==> src/rtl/ram_fifo_ctrl.sv <==
// Show-ahead stream FIFO built around an external simple dual-port RAM with a
// registered read port; a 2-entry output buffer hides the 1-cycle read latency.
module ram_fifo_ctrl #(
    parameter int DATA_WIDTH = 8,
    parameter int ADDR_WIDTH = 12
) (
    input  logic                  clk,
    input  logic                  reset_n,
    input  logic                  clear,
    input  logic [DATA_WIDTH-1:0] s_data,
    input  logic                  s_valid,
    output logic                  s_ready,
    output logic [DATA_WIDTH-1:0] m_data,
    output logic                  m_valid,
    input  logic                  m_ready,
    output logic [ADDR_WIDTH+1:0] level,
    output logic [ADDR_WIDTH-1:0] ram_addr_r,
    output logic [ADDR_WIDTH-1:0] ram_addr_w,
    output logic [DATA_WIDTH-1:0] ram_data_w,
    output logic                  ram_we,
    input  logic [DATA_WIDTH-1:0] ram_data_r
);

    localparam logic [ADDR_WIDTH:0] DEPTH = {1'b1, {ADDR_WIDTH{1'b0}}};

    logic [ADDR_WIDTH:0]   wptr, rptr, ram_count;
    logic [ADDR_WIDTH:0]   wptr_n, rptr_n, ram_count_n;
    logic                  rd_pending, pend_n;
    logic [1:0]            buf_count, cnt_n;
    logic [DATA_WIDTH-1:0] buf0, buf1, buf0_n, buf1_n;
    logic [ADDR_WIDTH+1:0] level_n;
    logic [2:0]            occ_after;
    logic                  s_fire, out_fire, issue;

    // Valid/ready: a word moves on a side exactly in the cycle where valid and
    // ready are both high at the clock edge; ready never depends on valid.
    assign ram_count = wptr - rptr;
    assign s_ready   = reset_n && !clear && (ram_count != DEPTH);
    assign s_fire    = s_valid && s_ready;

    assign ram_we     = s_fire;
    assign ram_addr_w = wptr[ADDR_WIDTH-1:0];
    assign ram_data_w = s_data;
    assign ram_addr_r = rptr[ADDR_WIDTH-1:0];

    assign m_valid  = (buf_count != 2'd0);
    assign m_data   = buf0;
    assign out_fire = m_valid && m_ready && !clear;

    // Only issue a RAM read when the word is guaranteed a buffer slot on return.
    assign occ_after = {1'b0, buf_count} + {2'b00, rd_pending} - {2'b00, out_fire};
    assign issue     = !clear && (ram_count != '0) && (occ_after < 3'd2);

    always_comb begin
        buf0_n = buf0;
        buf1_n = buf1;
        cnt_n  = buf_count;
        if (clear) begin
            buf0_n = '0;
            buf1_n = '0;
            cnt_n  = 2'd0;
        end else begin
            case ({out_fire, rd_pending})
                2'b10: begin
                    buf0_n = buf1;
                    cnt_n  = buf_count - 2'd1;
                end
                2'b01: begin
                    if (buf_count == 2'd0) buf0_n = ram_data_r;
                    else                   buf1_n = ram_data_r;
                    cnt_n = buf_count + 2'd1;
                end
                2'b11: begin
                    if (buf_count == 2'd1) begin
                        buf0_n = ram_data_r;
                    end else begin
                        buf0_n = buf1;
                        buf1_n = ram_data_r;
                    end
                end
                default: ;
            endcase
        end
    end

    always_comb begin
        wptr_n      = clear ? '0 : wptr + {{ADDR_WIDTH{1'b0}}, s_fire};
        rptr_n      = clear ? '0 : rptr + {{ADDR_WIDTH{1'b0}}, issue};
        pend_n      = issue;
        ram_count_n = wptr_n - rptr_n;
        level_n     = {1'b0, ram_count_n}
                    + {{(ADDR_WIDTH+1){1'b0}}, pend_n}
                    + {{ADDR_WIDTH{1'b0}}, cnt_n};
    end

    always_ff @(posedge clk or negedge reset_n) begin
        if (!reset_n) begin
            wptr       <= '0;
            rptr       <= '0;
            rd_pending <= 1'b0;
            buf_count  <= 2'd0;
            buf0       <= '0;
            buf1       <= '0;
            level      <= '0;
        end else begin
            wptr       <= wptr_n;
            rptr       <= rptr_n;
            rd_pending <= pend_n;
            buf_count  <= cnt_n;
            buf0       <= buf0_n;
            buf1       <= buf1_n;
            level      <= level_n;
        end
    end

endmodule

==> config.mk <==
export PLATFORM = sky130hd
export DESIGN_NAME = ram_fifo_ctrl
export DESIGN_NICKNAME = d
export VERILOG_FILES = /design/src/rtl/ram_fifo_ctrl.sv
export SDC_FILE = /design/constraint.sdc
export NUM_CORES = 1
export LEC_CHECK = 0
export ABC_CLOCK_PERIOD_IN_PS = 7400
export BUFFER_PORTS_ARGS = -buffer_cell sky130_fd_sc_hd__buf_4
export CAP_MARGIN = 5
export CORE_ASPECT_RATIO = 0.8
export CORE_MARGIN = 3
export CORE_UTILIZATION = 57
export CTS_CLUSTER_SIZE = 10
export DETAILED_ROUTE_END_ITERATION = 8
export GPL_TIMING_DRIVEN = 0
export PLACE_DENSITY = 0.81
export SLEW_MARGIN = 5
export SYNTH_ARGS = -nofsm -noshare
export SYNTH_HDL_FRONTEND = slang
export SYNTH_SLANG_ARGS = --single-unit
==> constraint.sdc <==
create_clock -name clk -period 7.4 [get_ports clk]
set_clock_uncertainty 0.05 [all_clocks]
set_input_delay 0.74 -clock clk [delete_from_list [all_inputs] [get_ports clk]]
set_output_delay 0.74 -clock clk [all_outputs]
set_load 0.02 [all_outputs]
==> results.sh, run 1 <==
export IMPL_drive_gt1_frac=0.242
export IMPL_reg2reg_setup_slack_ns=1.02
export IMPL_ys_ff_latch=59
export IMPL_ys_flop_type="dfrtp_1"
export IMPL_timing_rr_start="rptr[7]"
export IMPL_yosysSeqAreaShare=0.333
export IMPL_tightest_slew_ns=0.987
export IMPL_synthDistinctLibCells=60
export IMPL_critPathKind="flip-flop to flip-flop"
export IMPL_grt_antenna_before_repair=0
export IMPL_synthTopCellsByArea="dfrtp_1 (33%), ha_1 (9.9%), buf_4 (5.4%)"
export IMPL_routed_wl_mm=10.3
export IMPL_die_w_um=105
export IMPL_drtAntennaViolNets=0
export IMPL_synth_area_leader_cell="dfrtp_1"
export IMPL_grt_pass1_wl_mm=17.6
export IMPL_yosysWarnings=0
export IMPL_p_total_mw=1.37
export IMPL_dieArea_um2=8880
export IMPL_dr_pass1_iters=4
export IMPL_post_cts_buffers=0
export IMPL_port_buffers=69
export IMPL_cts_tree="done"
export IMPL_critical_path_startpoint_type="flip-flop"
export IMPL_fin_crit_ns=6.38
export IMPL_clock_latency_ns=0.34
export IMPL_via_count=3731
export IMPL_rows=28
export IMPL_syn_area_um2=4440
export IMPL_place_ws_ns=1.08
export IMPL_reg2regPathDepth=23
export IMPL_status="complete, no violations"
export IMPL_report_final_hold_viol_count=0
export IMPL_synth_avg_cell_area_um2=9.05
export IMPL_grt_ovfl_total=0
export IMPL_synth_edf_count=0
export IMPL_syn2layout_area_growth_pct=19.7
export IMPL_place_congestion=0.912
export IMPL_grt_max_degree=62
export IMPL_drt_iter0_drc=229
export IMPL_cts_resized_gates=0
export IMPL_cts_buffer_depth=2
export IMPL_hold_ws_ns=0.410
export IMPL_cp_required_ns=7.57
export IMPL_path_clk_slew_ns=0.07
export IMPL_nNetsFinal=630
export IMPL_start_util=0.594
export IMPL_fin_tns_setup_ns=0
export IMPL_track_usage=0.243
export IMPL_dp_hpwl_mm=8.09
export IMPL_max_freq_mhz=157
export IMPL_fillers=561
export IMPL_routedWlPerCell_um=15.2
export IMPL_io_pins=78
export IMPL_cts_max_level=3
export IMPL_die_h_um=84.9
export IMPL_maxCapViolCount=0
export IMPL_synthMostInstantiatedCell="dfrtp_1"
export IMPL_setup_viol=0
export IMPL_core_area_um2=7460
export IMPL_synthArstFlopShare=1.00
export IMPL_ctsHoldBuffers=0
export IMPL_cts_root_buf="clkbuf_8"
export IMPL_critPathCaptureType="flip-flop"
export IMPL_vdd_drop_max_mv=0.196
export IMPL_syn_num_nets=550
export IMPL_hp_class="input port to asynchronous set/reset pin"
export IMPL_leakagePower_nw=2.67
export IMPL_slew_viol_final=0
export IMPL_critPathArrivalTime_ns=6.55
export IMPL_fin_ws_ns=1.02
export IMPL_grt_pass1_vias=3773
export IMPL_rsz0062_at_grt="false"
export IMPL_cp_max_fo=8
export IMPL_drt_vias_per_instance=5.49
export IMPL_drc=0
export IMPL_n_antenna_cell=0
export IMPL_post_route_period_util=0.862
export IMPL_cts_num_sinks=59
export IMPL_timing_rr_end="level[12]"
export IMPL_synth_top_cells_by_count="dfrtp_1 (59), inv_1 (42), nor2_1 (38), ha_1 (35), buf_4 (32)"
export IMPL_synth_top_cell_area_share=0.333
export IMPL_powerDensity_nw_per_um2=258
export IMPL_cts_made_buffers=9
export IMPL_maxSlewHeadroom=0.339
export IMPL_syn_inst=490
## cell usage in the layout (no fill, tap or decap), types with 13 or more instances in the layout
cell type,synthesis,layout
buf_4,32,101
xor2_1,19,19
nand2_1,27,27
inv_1,42,42
dfrtp_1,59,59
nor2_1,38,38
a21oi_1,18,18
nand2b_1,13,13
nand3_1,16,16
ha_1,35,35
xnor2_1,24,24
## worst max path at each step
stage	from	end	slack, ns	cells after the start
floorplan	rptr[7]	level[9]	1.77	22
global placement	clear	level[12]	1.28	25
detailed placement	clear	level[12]	1.08	25
CTS	rptr[7]	level[12]	1.16	23
global route	rptr[7]	level[12]	0.44	22
finish	rptr[7]	level[12]	1.02	23
## layout make-up
| class | instances | area (um^2) | area share |
|---|---|---|---|
| Clock buffer | 9 | 124 | 0.0233 |
| Multi-Input combinational cell | 346 | 2520 | 0.474 |
| Timing Repair Buffer | 69 | 518 | 0.0976 |
| Inverter | 42 | 158 | 0.0297 |
| Tap cell | 105 | 131 | 0.0247 |
| Sequential cell | 59 | 1480 | 0.278 |
| Buffer | 43 | 283 | 0.0533 |
| Clock inverter | 7 | 100 | 0.0189 |
## power by group
part / internal, mW / leakage (nW) / switching (mW)
Clock: 0.192 / 0.114 / 0.137
Combinational: 0.266 / 1.76 / 0.360
Sequential: 0.383 / 0.803 / 0.0300
Total: 0.840 / 2.67 / 0.527
## worst max-delay path, cell delays in order, from the launching register on
cell,delay [ns]
dfrtp_1,0.44
inv_1,0.12
ha_1,0.29
clkbuf_1,0.30
nand3_1,0.12
nor2_1,0.15
a21boi_0,0.36
nor3_1,0.14
o32ai_1,0.39
nor4_1,0.15
nor4bb_1,0.56
ha_1,0.31
ha_1,0.27
nand2_1,0.15
or3_1,0.35
a21oi_1,0.21
ha_1,0.37
nand3b_1,0.21
o211ai_1,0.10
a211oi_1,0.09
or2_4,0.29
nor4_1,0.48
nand4_1,0.19
xor2_1,0.18
## metal layers
metal / GRT usage / vias to the layer above / wire length, um
li1: - / 1856 / -
met1: 0.320 / 1761 / 4630
met2: 0.411 / 103 / 4980
met3: 0.0502 / 11 / 618
met4: 0.0667 / 0 / 104
met5: 0 / - / 0
## cell families after synthesis
kind of cell,count (synthesis),share of synthesized area
AND/OR/NAND/NOR,156,0.181
AO/OA/AOI/OAI,98,0.162
buffers and inverters,85,0.0993
flip-flops,59,0.333
XOR/XNOR,43,0.0849
adder cells (fa/ha/maj),39,0.117
multiplexers,10,0.0226
## sequential cells by signal, summed over array words and instances, names as in the netlist
signal and count:
rd_pending 1, level 14, m_data 8, buf1 8, rptr 13, buf_count 2, wptr 13
## through the flow
step	utilization	std cells	area [um^2]
after floorplan	-	490	4440
after global placement	0.681	664	5080
after detailed placement	0.681	664	5080
after CTS	0.711	680	5310
after global routing	0.711	680	5310
final	0.711	680	5310
No activity file was read; power rests on OpenSTA's default activity.
==> run 2, diff against run 1 <==
--- a/config.mk
+++ b/config.mk
@@ -5,16 +5,16 @@
 export SDC_FILE = /design/constraint.sdc
 export NUM_CORES = 1
 export LEC_CHECK = 0
-export ABC_CLOCK_PERIOD_IN_PS = 7400
+export ABC_CLOCK_PERIOD_IN_PS = 8100
 export BUFFER_PORTS_ARGS = -buffer_cell sky130_fd_sc_hd__buf_4
 export CAP_MARGIN = 5
 export CORE_ASPECT_RATIO = 0.8
 export CORE_MARGIN = 3
-export CORE_UTILIZATION = 57
+export CORE_UTILIZATION = 59
 export CTS_CLUSTER_SIZE = 10
 export DETAILED_ROUTE_END_ITERATION = 8
 export GPL_TIMING_DRIVEN = 0
-export PLACE_DENSITY = 0.81
+export PLACE_DENSITY = 0.84
 export SLEW_MARGIN = 5
 export SYNTH_ARGS = -nofsm -noshare
 export SYNTH_HDL_FRONTEND = slang
==> constraint.sdc (replaced) <==
create_clock -name clk -period 8.1 [get_ports clk]
set_clock_uncertainty 0.05 [all_clocks]
set_input_delay 0.81 -clock clk [delete_from_list [all_inputs] [get_ports clk]]
set_output_delay 0.81 -clock clk [all_outputs]
set_load 0.02 [all_outputs]
==> results.sh, run 2 (synthesized netlist as in run 1, its figures left out) <==
export IMPL_fin_cells=662
export IMPL_critPathKind="flip-flop to flip-flop"
export IMPL_nNetsFinal=630
export IMPL_timing_rr_start="rptr[7]"
export IMPL_status="complete, no violations"
export IMPL_fillers=513
export IMPL_cts_num_sinks=59
export IMPL_max_freq_mhz=158
export IMPL_rsz0062_at_grt="false"
export IMPL_die_h_um=83.6
export IMPL_powerDensity_nw_per_um2=240
export IMPL_combPwrFrac=0.459
export IMPL_start_util=0.625
export IMPL_dp_hpwl_mm=8.38
export IMPL_placed_cells=646
export IMPL_fin_crit_ns=6.35
export IMPL_io_pins=78
export IMPL_setup_viol=0
export IMPL_critPathCaptureType="flip-flop"
export IMPL_drc=0
export IMPL_cp_max_fo=10
export IMPL_cts_tree="done"
export IMPL_busiest_layer="met2"
export IMPL_routed_wl_mm=10.9
export IMPL_reg2reg_setup_slack_ns=1.75
export IMPL_p_int_mw=0.771
export IMPL_track_usage=0.263
export IMPL_pwr_share_seq=0.297
export IMPL_rows=27
export IMPL_cts_made_buffers=9
export IMPL_place_congestion=0.876
export IMPL_sw_frac_of_total=0.392
export IMPL_regMostFlops="level"
export IMPL_hold_path_startpoint="m_data[1]"
export IMPL_met1_usage=0.350
export IMPL_syn2layout_area_growth_pct=19.2
export IMPL_dr_pass1_iters=7
export IMPL_drive_gt1_frac=0.242
export IMPL_cp_required_ns=8.26
export IMPL_n_antenna_cell=0
export IMPL_critPathArrivalTime_ns=6.51
export IMPL_post_route_period_util=0.784
export IMPL_cts_buffer_depth=2
export IMPL_post_cts_buffers=0
export IMPL_fin_tns_setup_ns=0
export IMPL_slowest_delay_ns=0.52
export IMPL_largest_register_ffs=14
export IMPL_maxSlewHeadroom=0.350
export IMPL_die_w_um=103
export IMPL_clock_latency_ns=0.35
export IMPL_dieArea_um2=8600
export IMPL_vdd_drop_max_mv=0.174
export IMPL_port_buffers=69
export IMPL_core_area_um2=7090
export IMPL_grt_use_met3=0.0618
export IMPL_p_sw_mw=0.496
export IMPL_maxCapViolCount=0
export IMPL_grt_pass1_wl_mm=18.1
export IMPL_path_clk_slew_ns=0.08
export IMPL_critical_path_startpoint_type="flip-flop"
export IMPL_tightest_slew_ns=0.971
export IMPL_via_count=3906
export IMPL_routedWlPerCell_um=16.5
export IMPL_leakagePower_nw=2.67
export IMPL_grt_ovfl_total=0
export IMPL_grt_max_degree=62
export IMPL_postPlaceCellArea_um2=5060
export IMPL_grt_pass1_vias=3813
export IMPL_slowest_stage="nor4bb_1"
export IMPL_drt_iter0_drc=248
export IMPL_fin_util=0.745
export IMPL_top_regs="level: 14 flops, rptr: 13 flops, wptr: 13 flops"
export IMPL_cts_root_buf="clkbuf_8"
export IMPL_slew_viol_final=0
export IMPL_path_cells="inv_1 -> ha_1 -> clkbuf_1 -> nand3_1 -> nor2_1 -> a21boi_0 -> nor4_1 -> o32ai_1 -> nor4_1 -> nor4bb_1 -> ha_1 -> nand3_1 -> or3_1 -> a21oi_1 -> ha_1 -> buf_2 -> inv_1 -> a2111oi_4 -> a211oi_1 -> or2_4 -> nor4_1 -> nand4_1 -> xor2_1"
export IMPL_hp_class="flip-flop to flip-flop"
export IMPL_p_clk_frac=0.244
export IMPL_cts_max_level=3
export IMPL_fin_ws_ns=1.75
export IMPL_drtAntennaViolNets=0
export IMPL_drt_vias_per_instance=5.90
export IMPL_final_cell_mix="buf_4 (101), dfrtp_1 (59), inv_1 (42)"
export IMPL_use_met2=0.429
export IMPL_place_ws_ns=1.67
export IMPL_cts_resized_gates=0
export IMPL_report_final_hold_viol_count=0
export IMPL_mostFrequentLayoutCell="buf_4"
export IMPL_final_cell_area_um2=5290
export IMPL_ctsHoldBuffers=0
export IMPL_setup_worst_path_start="rptr[7]"
export IMPL_grt_antenna_before_repair=0
[run 2: cell types whose count changed in the layout (fill, tap and decap cells not counted), sizes merged]
cell	previous run	this run
clkinv	4	3
inv	43	44
[run 2: area by class of cell]
| type | count | area [um^2] | share of cell area |
|---|---|---|---|
| Clock buffer | 9 | 124 | 0.0234 |
| Buffer | 43 | 283 | 0.0535 |
| Tap cell | 87 | 109 | 0.0206 |
| Inverter | 42 | 158 | 0.0298 |
| Clock inverter | 7 | 100 | 0.0189 |
| Multi-Input combinational cell | 346 | 2520 | 0.476 |
| Timing Repair Buffer | 69 | 518 | 0.0980 |
| Sequential cell | 59 | 1480 | 0.279 |
[run 2: critical path: cells and delay by family, from the launching register on]
kind                     cells  cell delay [ns]
AND/OR/NAND/NOR             10             2.66
AO/OA/AOI/OAI                5             1.36
adder cells (fa/ha/maj)      3             0.77
buffers and inverters        4             0.74
flip-flops                   1             0.45
XOR/XNOR                     1             0.19
[run 2: stage by stage]
stage	total power, mW	hold slack, ns
3_3_place_gp	0.930	0.413
5_1_grt	1.35	0.457
4_1_cts	1.27	0.437
2_1_floorplan	0.787	0.440
6_report	1.27	0.429
3_5_place_dp	0.955	0.419
[run 2: worst paths after layout]
| path | depth (start not counted) | to |
|---|---|---|
| min reg2reg | 2 | m_data[1] |
| max | 23 | level[12] |
| min | 2 | m_data[1] |
| max reg2reg | 23 | level[12] |
| min in group asynchronous | 1 | m_data[7] |
| max in group asynchronous | 1 | wptr[7] |
[run 2: metal layers]
metal,wire (um),vias up
met5,0,-
met4,234,0
met3,817,29
met2,5220,177
met1,4670,1855
li1,-,1845
[run 2: power by group through the flow]
stage	clock network (mW)	registers (mW)	logic [mW]
global placement	0	0.381	0.550
finish	0.309	0.376	0.582
CTS	0.310	0.377	0.581
detailed placement	0	0.382	0.572
floorplan	0	0.422	0.365
global route	0.324	0.382	0.645
